===== src/rtl/mouse_tracker_if.sv =====
// PS/2 byte stream in, decoded cursor/button state out for mouse_tracker.
// Optional MOUSE_WHEEL_EN adds the signed 4-bit wheel output.
interface mouse_tracker_if #(
   parameter int X_W = 8,
   parameter int Y_W = 7
);
   logic [7:0]     ps2_data;
   logic           ps2_valid;
   logic [X_W-1:0] x;
   logic [Y_W-1:0] y;
   logic           l_button;
   logic           r_button;
   logic           m_button;
   logic           l_click;
   logic           r_click;
   logic           pkt_valid;
   logic           sync_err;
`ifdef MOUSE_WHEEL_EN
   logic signed [3:0] wheel;
`endif

   modport master (
      output ps2_data, ps2_valid,
      input  x, y, l_button, r_button, m_button, l_click, r_click, pkt_valid, sync_err
`ifdef MOUSE_WHEEL_EN
      , wheel
`endif
   );

   modport slave (
      input  ps2_data, ps2_valid,
      output x, y, l_button, r_button, m_button, l_click, r_click, pkt_valid, sync_err
`ifdef MOUSE_WHEEL_EN
      , wheel
`endif
   );
endinterface


===== src/rtl/mouse_tracker.sv =====
// PS/2 mouse packet decoder with sync check, inter-byte timeout and clamped cursor.
// MOUSE_WHEEL_EN selects 4-byte IntelliMouse packets and the wheel output.
module mouse_tracker #(
   parameter int X_MAX          = 160,
   parameter int Y_MAX          = 120,
   parameter int X_W            = 8,
   parameter int Y_W            = 7,
   parameter int SPEED_SHIFT    = 0,
   parameter int TIMEOUT_CYCLES = 2_500_000
) (
   input logic             CLOCK_50,
   input logic             reset,
   mouse_tracker_if.slave  bus
);
   localparam int MW = (X_W > Y_W) ? X_W : Y_W;
   // Wide enough for a coordinate plus a full 9-bit delta without overflow.
   localparam int CW = (MW + 2 > 10) ? MW + 2 : 10;
   localparam int TW = $clog2(TIMEOUT_CYCLES + 1);
   localparam logic signed [CW-1:0] X_TOP = CW'(X_MAX - 1);
   localparam logic signed [CW-1:0] Y_TOP = CW'(Y_MAX - 1);

   typedef enum logic [2:0] {
      S_B0,
      S_B1,
      S_B2,
`ifdef MOUSE_WHEEL_EN
      S_B3,
`endif
      S_APPLY
   } state_t;

   state_t          state_q;
   logic [TW-1:0]   tcnt_q;
   logic [2:0]      btn_pend_q;
   logic            xs_q, ys_q, xo_q, yo_q;
   logic [7:0]      xlo_q, ylo_q;
   logic [X_W-1:0]  x_q;
   logic [Y_W-1:0]  y_q;
   logic            l_q, r_q, m_q, lclk_q, rclk_q, pv_q, se_q;
`ifdef MOUSE_WHEEL_EN
   logic [3:0]      wlo_q;
   logic signed [3:0] wheel_q;
`endif

   logic signed [8:0]    dx_raw, dy_raw, dx_s, dy_s;
   logic signed [CW-1:0] x_sum, y_sum;
   logic [X_W-1:0]       x_d;
   logic [Y_W-1:0]       y_d;
   logic                 take_b0, b0_ok, b0_bad, timed_out;

   always_comb begin
      dx_raw = xo_q ? 9'sd0 : $signed({xs_q, xlo_q});
      dy_raw = yo_q ? 9'sd0 : $signed({ys_q, ylo_q});
      dx_s   = dx_raw >>> SPEED_SHIFT;
      dy_s   = dy_raw >>> SPEED_SHIFT;
      // PS/2 +Y points up while screen rows grow downward.
      x_sum  = $signed({{(CW-X_W){1'b0}}, x_q}) + $signed({{(CW-9){dx_s[8]}}, dx_s});
      y_sum  = $signed({{(CW-Y_W){1'b0}}, y_q}) - $signed({{(CW-9){dy_s[8]}}, dy_s});
      x_d    = (x_sum < 0) ? '0 : (x_sum > X_TOP) ? X_TOP[X_W-1:0] : x_sum[X_W-1:0];
      y_d    = (y_sum < 0) ? '0 : (y_sum > Y_TOP) ? Y_TOP[Y_W-1:0] : y_sum[Y_W-1:0];
   end

   assign take_b0   = (state_q == S_B0) || (state_q == S_APPLY);
   assign b0_ok     = bus.ps2_valid &&  bus.ps2_data[3];
   assign b0_bad    = bus.ps2_valid && !bus.ps2_data[3];
   assign timed_out = (tcnt_q >= TW'(TIMEOUT_CYCLES - 1));

   always_ff @(posedge CLOCK_50) begin
      if (reset) begin
         state_q    <= S_B0;
         tcnt_q     <= '0;
         btn_pend_q <= '0;
         {xs_q, ys_q, xo_q, yo_q} <= '0;
         xlo_q      <= '0;
         ylo_q      <= '0;
         x_q        <= '0;
         y_q        <= '0;
         {l_q, r_q, m_q, lclk_q, rclk_q, pv_q, se_q} <= '0;
`ifdef MOUSE_WHEEL_EN
         wlo_q      <= '0;
         wheel_q    <= '0;
`endif
      end else begin
         lclk_q <= 1'b0;
         rclk_q <= 1'b0;
         pv_q   <= 1'b0;
         se_q   <= 1'b0;
         case (state_q)
            S_B0: ;
            S_B1, S_B2
`ifdef MOUSE_WHEEL_EN
            , S_B3
`endif
            : begin
               if (bus.ps2_valid) begin
                  tcnt_q <= '0;
                  if (state_q == S_B1) begin
                     xlo_q   <= bus.ps2_data;
                     state_q <= S_B2;
                  end else if (state_q == S_B2) begin
                     ylo_q   <= bus.ps2_data;
`ifdef MOUSE_WHEEL_EN
                     state_q <= S_B3;
`else
                     state_q <= S_APPLY;
`endif
                  end else begin
`ifdef MOUSE_WHEEL_EN
                     wlo_q   <= bus.ps2_data[3:0];
`endif
                     state_q <= S_APPLY;
                  end
               end else if (timed_out) begin
                  tcnt_q  <= '0;
                  se_q    <= 1'b1;
                  state_q <= S_B0;
               end else begin
                  tcnt_q  <= tcnt_q + TW'(1);
               end
            end
            S_APPLY: begin
               x_q     <= x_d;
               y_q     <= y_d;
               l_q     <= btn_pend_q[0];
               r_q     <= btn_pend_q[1];
               m_q     <= btn_pend_q[2];
               lclk_q  <= btn_pend_q[0] & ~l_q;
               rclk_q  <= btn_pend_q[1] & ~r_q;
               pv_q    <= 1'b1;
`ifdef MOUSE_WHEEL_EN
               wheel_q <= $signed(wlo_q);
`endif
               state_q <= S_B0;
            end
            default: state_q <= S_B0;
         endcase

         // The apply cycle doubles as a byte-0 slot, so back-to-back packets lose nothing.
         if (take_b0) begin
            tcnt_q <= '0;
            if (b0_ok) begin
               btn_pend_q <= bus.ps2_data[2:0];
               xs_q       <= bus.ps2_data[4];
               ys_q       <= bus.ps2_data[5];
               xo_q       <= bus.ps2_data[6];
               yo_q       <= bus.ps2_data[7];
               state_q    <= S_B1;
            end else if (b0_bad) begin
               se_q       <= 1'b1;
            end
         end
      end
   end

   assign bus.x         = x_q;
   assign bus.y         = y_q;
   assign bus.l_button  = l_q;
   assign bus.r_button  = r_q;
   assign bus.m_button  = m_q;
   assign bus.l_click   = lclk_q;
   assign bus.r_click   = rclk_q;
   assign bus.pkt_valid = pv_q;
   assign bus.sync_err  = se_q;
`ifdef MOUSE_WHEEL_EN
   assign bus.wheel     = wheel_q;
`endif
endmodule

===== src/flat_wrapper.sv =====
// flat-port wrapper written by rule: the top's interface ports become plain ports
module mouse_tracker_flat 
#(
   parameter int X_MAX          = 160,
   parameter int Y_MAX          = 120,
   parameter int X_W            = 8,
   parameter int Y_W            = 7,
   parameter int SPEED_SHIFT    = 0,
   parameter int TIMEOUT_CYCLES = 2_500_000
)
  (CLOCK_50, reset, bus_ps2_data, bus_ps2_valid, bus_x, bus_y, bus_l_button, bus_r_button, bus_m_button, bus_l_click, bus_r_click, bus_pkt_valid, bus_sync_err);
  mouse_tracker_if #(.X_W(X_W), .Y_W(Y_W)) bus_i ();
  input logic CLOCK_50;
  input logic reset;
  input wire logic [$bits(bus_i.ps2_data)-1:0] bus_ps2_data;
  input wire logic [$bits(bus_i.ps2_valid)-1:0] bus_ps2_valid;
  output wire logic [$bits(bus_i.x)-1:0] bus_x;
  output wire logic [$bits(bus_i.y)-1:0] bus_y;
  output wire logic [$bits(bus_i.l_button)-1:0] bus_l_button;
  output wire logic [$bits(bus_i.r_button)-1:0] bus_r_button;
  output wire logic [$bits(bus_i.m_button)-1:0] bus_m_button;
  output wire logic [$bits(bus_i.l_click)-1:0] bus_l_click;
  output wire logic [$bits(bus_i.r_click)-1:0] bus_r_click;
  output wire logic [$bits(bus_i.pkt_valid)-1:0] bus_pkt_valid;
  output wire logic [$bits(bus_i.sync_err)-1:0] bus_sync_err;
  assign bus_i.ps2_data = bus_ps2_data;
  assign bus_i.ps2_valid = bus_ps2_valid;
  assign bus_x = bus_i.x;
  assign bus_y = bus_i.y;
  assign bus_l_button = bus_i.l_button;
  assign bus_r_button = bus_i.r_button;
  assign bus_m_button = bus_i.m_button;
  assign bus_l_click = bus_i.l_click;
  assign bus_r_click = bus_i.r_click;
  assign bus_pkt_valid = bus_i.pkt_valid;
  assign bus_sync_err = bus_i.sync_err;
  mouse_tracker #(.X_MAX(X_MAX), .Y_MAX(Y_MAX), .X_W(X_W), .Y_W(Y_W), .SPEED_SHIFT(SPEED_SHIFT), .TIMEOUT_CYCLES(TIMEOUT_CYCLES)) u_core (.CLOCK_50(CLOCK_50), .reset(reset), .bus(bus_i));
endmodule

===== config.mk =====
export PLATFORM = sky130hd
export DESIGN_NAME = mouse_tracker_flat
export DESIGN_NICKNAME = d
export VERILOG_FILES = /design/src/rtl/mouse_tracker_if.sv /design/src/rtl/mouse_tracker.sv /design/src/flat_wrapper.sv
export SDC_FILE = /design/constraint.sdc
export NUM_CORES = 1
export LEC_CHECK = 0
export CORE_MARGIN = 3
export CORE_UTILIZATION = 40
export DETAILED_ROUTE_END_ITERATION = 12
export HOLD_SLACK_MARGIN = 0.15
export SLEW_MARGIN = 30
export SYNTH_ARGS = -nofsm -noshare
export SYNTH_HDL_FRONTEND = slang
export SYNTH_SLANG_ARGS = --single-unit

===== constraint.sdc =====
create_clock -name CLOCK_50 -period 2.6 [get_ports CLOCK_50]
set_input_delay 0.52 -clock CLOCK_50 [delete_from_list [all_inputs] [get_ports CLOCK_50]]
set_output_delay 0.52 -clock CLOCK_50 [all_outputs]
set_load 0.01 [all_outputs]

==> impl_metrics.prom <==
# TYPE chip_impl_metric gauge
chip_impl_info{name="run_status",value="finished clean"} 1
chip_impl_metric{name="power.static_leakage",unit="nW"} 1.70
chip_impl_metric{name="maxSlewViolCount",unit=""} 0
chip_impl_metric{name="met3_capacity_usage_during_global_routing",unit="%"} 4.47
chip_impl_metric{name="drt_pass1_iterations",unit=""} 5
chip_impl_info{name="hold_path.class",value="reg2reg"} 1
chip_impl_metric{name="holdWs",unit="ps"} 455
chip_impl_info{name="cts_root_buf",value="sky130_fd_sc_hd__clkbuf_8"} 1
chip_impl_metric{name="cts_inserted_buffers",unit=""} 9
chip_impl_metric{name="asyncSetResetFlopFracSynth",unit="%"} 0
chip_impl_metric{name="antenna_violations_before_repair",unit=""} 0
chip_impl_metric{name="sequential_power_share",unit="%"} 53.8
chip_impl_metric{name="routed_wirelength",unit="um"} 9050
chip_impl_metric{name="sink_count",unit=""} 70
chip_impl_metric{name="start_util",unit="%"} 41.5
chip_impl_metric{name="worst_skew_pair.late_latency",unit="ps"} 350
chip_impl_metric{name="drv.max_cap_violation_count",unit=""} 0
chip_impl_metric{name="floorplan_die_area",unit="um^2"} 10900
chip_impl_metric{name="vias_in_the_first_global_route",unit=""} 3236
chip_impl_info{name="synth-main-ff-cell",value="sky130_fd_sc_hd__dfxtp_1"} 1
chip_impl_metric{name="post_drt_via_cell_ratio",unit=""} 5.35
chip_impl_metric{name="internal_power",unit="mW"} 1.52
chip_impl_metric{name="power.combinational.fraction",unit="%"} 5.2
chip_impl_info{name="synth_top_cell_by_area",value="sky130_fd_sc_hd__dfxtp_1"} 1
chip_impl_metric{name="remaining_drc_errors",unit=""} 0
chip_impl_metric{name="crit_required",unit="ps"} 2820
chip_impl_metric{name="min_delay_path_depth",unit=""} 1
chip_impl_info{name="kind_of_launch_point_of_the_worst_setup_path",value="flip-flop"} 1
chip_impl_metric{name="dp_hpwl",unit="um"} 6630
chip_impl_metric{name="ctsHtreeMaxLevel",unit=""} 3
chip_impl_metric{name="numPortBuffers",unit=""} 32
chip_impl_metric{name="num_rows",unit=""} 35
chip_impl_info{name="cts_tree",value="yes"} 1
chip_impl_metric{name="fin_skew",unit="ps"} 15.1
chip_impl_metric{name="worst_ep_arrival_time",unit="ps"} 2670
chip_impl_metric{name="power.switching_fraction",unit="%"} 24.3
chip_impl_metric{name="layout-drive-gt1-share",unit="%"} 10.1
chip_impl_metric{name="detailedRoute.firstIterationViolations",unit=""} 153
chip_impl_metric{name="wl_per_cell",unit="um"} 14.3
chip_impl_metric{name="power_switching",unit="uW"} 488
chip_impl_metric{name="path_max_fanout",unit=""} 3
chip_impl_info{name="grt_setup_unrepaired",value="true"} 1
chip_impl_metric{name="num-nets-final",unit=""} 528
chip_impl_metric{name="fmaxAchievable",unit="MHz"} 408
chip_impl_metric{name="grt_overflow",unit=""} 0
chip_impl_info{name="synthTopCellsByCount",value="sky130_fd_sc_hd__dfxtp_1 (70), sky130_fd_sc_hd__nand2_1 (52), sky130_fd_sc_hd__nor2_1 (44)"} 1
chip_impl_metric{name="globalplace.congestion",unit=""} 0.880
chip_impl_metric{name="final.setup.worst_slack",unit="ps"} 147
chip_impl_metric{name="netlist_instances",unit=""} 458
chip_impl_metric{name="r2r_cell_count",unit=""} 10
chip_impl_metric{name="number_of_enable_type_register_cells_in_the_synthesized_netlist",unit=""} 0
chip_impl_metric{name="grt_first_pass_wirelength",unit="um"} 15300
chip_impl_metric{name="synth.avg_cell_area",unit="um^2"} 8.44
chip_impl_metric{name="synthesis.area",unit="um^2"} 3870
chip_impl_metric{name="yosysWarnings",unit=""} 0
chip_impl_metric{name="timing.final.hold_violations",unit=""} 0
chip_impl_info{name="synth_most_common_cell",value="sky130_fd_sc_hd__dfxtp_1"} 1
chip_impl_metric{name="grt_max_degree",unit=""} 38
chip_impl_metric{name="worstMarginPinSlew",unit="ps"} 833
chip_impl_metric{name="gr-usage-met2",unit="%"} 26.6
chip_impl_metric{name="antenna_left",unit=""} 0
chip_impl_metric{name="vias",unit=""} 3389
chip_impl_metric{name="cts.repair_timing.setup_buffer_count",unit=""} 0
chip_impl_metric{name="pwr_density_cell",unit="nW/um^2"} 437
chip_impl_metric{name="detailedPlace.worstSlack",unit="ps"} 53.2
chip_impl_metric{name="ir_worst_vdd",unit="uV"} 202
chip_impl_metric{name="synth_top_area_share",unit="%"} 36.2
chip_impl_metric{name="ioPinCount",unit=""} 33
chip_impl_metric{name="area_growth",unit="%"} 19.0
chip_impl_metric{name="finish.cell_count_without_fillers",unit=""} 633
chip_impl_metric{name="die_y",unit="um"} 104
chip_impl_metric{name="finish.utilization",unit="%"} 49.3
chip_impl_metric{name="synth-seq-area-share",unit="%"} 36.2
chip_impl_metric{name="synth_cell_type_count",unit=""} 60
chip_impl_metric{name="met1_usage",unit="%"} 22.7
chip_impl_info{name="setup.worst_path.end_class",value="flip-flop"} 1
chip_impl_metric{name="global_route.usage.total",unit="%"} 16.9
chip_impl_metric{name="place_inst",unit=""} 617
chip_impl_metric{name="setup_viol",unit=""} 0
chip_impl_metric{name="r2r_slack",unit="ps"} 150
chip_impl_info{name="grt-busiest-layer",value="met2"} 1
chip_impl_metric{name="antennaDiodeCount",unit=""} 0
chip_impl_metric{name="die-width",unit="um"} 104
chip_impl_metric{name="finalCritPeriodShare",unit="%"} 94.3
chip_impl_metric{name="maxSlewHeadroom",unit="%"} 44.2
chip_impl_metric{name="postSynthRegisterBits",unit=""} 70
chip_impl_info{name="synth.area.top_cells",value="sky130_fd_sc_hd__dfxtp_1 (36%), sky130_fd_sc_hd__ha_1 (5.2%), sky130_fd_sc_hd__nand2_1 (5.0%)"} 1
chip_impl_metric{name="pwr-share-clk",unit="%"} 41.0
chip_impl_metric{name="core",unit="um^2"} 9330
chip_impl_metric{name="clkTransAtPathRegs",unit="ps"} 80
chip_impl_info{name="worst-setup-path-type",value="reg2reg"} 1
chip_impl_metric{name="cts_max_path_buffers",unit=""} 2
chip_impl_metric{name="postSynthNetCount",unit=""} 487
chip_impl_metric{name="minimum_period_implied_by_the_final_worst_setup_slack",unit="ps"} 2450
## layer usage
| layer | vias up | wire length (um) |
|---|---|---|
| li1 | 1747 | - |
| met1 | 1566 | 4420 |
| met2 | 67 | 4190 |
| met3 | 9 | 327 |
| met4 | 0 | 118 |
| met5 | - | 0 |
## final cells by class
| type | count | area, um^2 |
|---|---|---|
| clock buffers | 12 | 155 |
| fillers | 885 | 4720 |
| clock inverters | 4 | 31.3 |
| repair buffers | 47 | 433 |
| multi-input cells | 363 | 2390 |
| inverters | 8 | 30.0 |
| well taps | 129 | 161 |
| flip-flops and latches | 70 | 1400 |
## per-stage QoR
step                power, mW  TNS, ps  area, um^2
finish                   2.01        0        4600
global route             2.10    -29.0        4600
CTS                      2.05        0        4570
detailed placement       1.21        0        4380
global placement         1.21        0        4380
floorplan                1.17        0        3870
## state kept, by name (all words and copies together) (netlist names), 3 cells and up
| name | flops |
|---|---|
| u_core.bus.y | 7 |
| u_core.tcnt_q | 22 |
| u_core.ylo_q | 8 |
| u_core.state_q | 3 |
| u_core.btn_pend_q | 3 |
| u_core.bus.x | 8 |
| u_core.xlo_q | 8 |
## worst max-delay path, stage by stage (launching register included)
cell and delay (ps):
sky130_fd_sc_hd__dfxtp_1 330, sky130_fd_sc_hd__nor2b_2 140, sky130_fd_sc_hd__ha_2 170, sky130_fd_sc_hd__inv_1 50
sky130_fd_sc_hd__fa_2 350, sky130_fd_sc_hd__a211oi_2 200, sky130_fd_sc_hd__or3_1 150, sky130_fd_sc_hd__nand3b_1 100
sky130_fd_sc_hd__a2111o_1 410, sky130_fd_sc_hd__a22oi_2 290, sky130_fd_sc_hd__a311oi_2 130
## worst paths after layout
check / from / endpoint
worst max register to register: u_core.ylo_q[0] / u_core.bus.y[0]
worst min-delay path: u_core.bus.l_button / u_core.bus.l_click
worst min register to register: u_core.bus.l_button / u_core.bus.l_click
worst max-delay path: u_core.ylo_q[0] / u_core.bus.y[0]
## power groups by stage
stage | combinational [mW] | clock (mW) | sequential, mW
CTS | 0.105 | 0.865 | 1.08
finish | 0.104 | 0.824 | 1.08
global placement | 0.104 | 0 | 1.11
floorplan | 0.0599 | 0 | 1.11
detailed placement | 0.104 | 0 | 1.11
global route | 0.114 | 0.901 | 1.08
## cell families (layout without fill, tap and decap cells)
family	count (synthesis)	in the layout	share of synthesized area, %
other cells	1	1	0.0970
fa+ha+maj	18	18	6.21
compound gates	132	132	22.6
xor+xnor	14	14	3.36
mux	18	18	4.66
simple gates	180	180	24.0
buf+inv	25	71	2.85
flops	70	70	36.2
## cell usage in the layout, fill, tap and decap left out, types with 9 or more instances in the layout
master / instances
sky130_fd_sc_hd__nor2_1: 44
sky130_fd_sc_hd__buf_4: 15
sky130_fd_sc_hd__nand2_1: 52
sky130_fd_sc_hd__clkdlybuf4s50_1: 32
sky130_fd_sc_hd__nor2b_1: 12
sky130_fd_sc_hd__dfxtp_1: 70
sky130_fd_sc_hd__mux2i_1: 18
sky130_fd_sc_hd__nand2b_1: 12
sky130_fd_sc_hd__ha_1: 15
sky130_fd_sc_hd__a21oi_1: 35
sky130_fd_sc_hd__nor3_1: 9
sky130_fd_sc_hd__o21ai_0: 31
sky130_fd_sc_hd__clkbuf_8: 11
sky130_fd_sc_hd__nand3_1: 10
## what timing repair did
action                                  CTS  global route
resized for setup                         0            11
hold buffers                              0             0
endpoints found under the setup margin    0            12
Note: power is estimated with default switching activity, not from simulation.
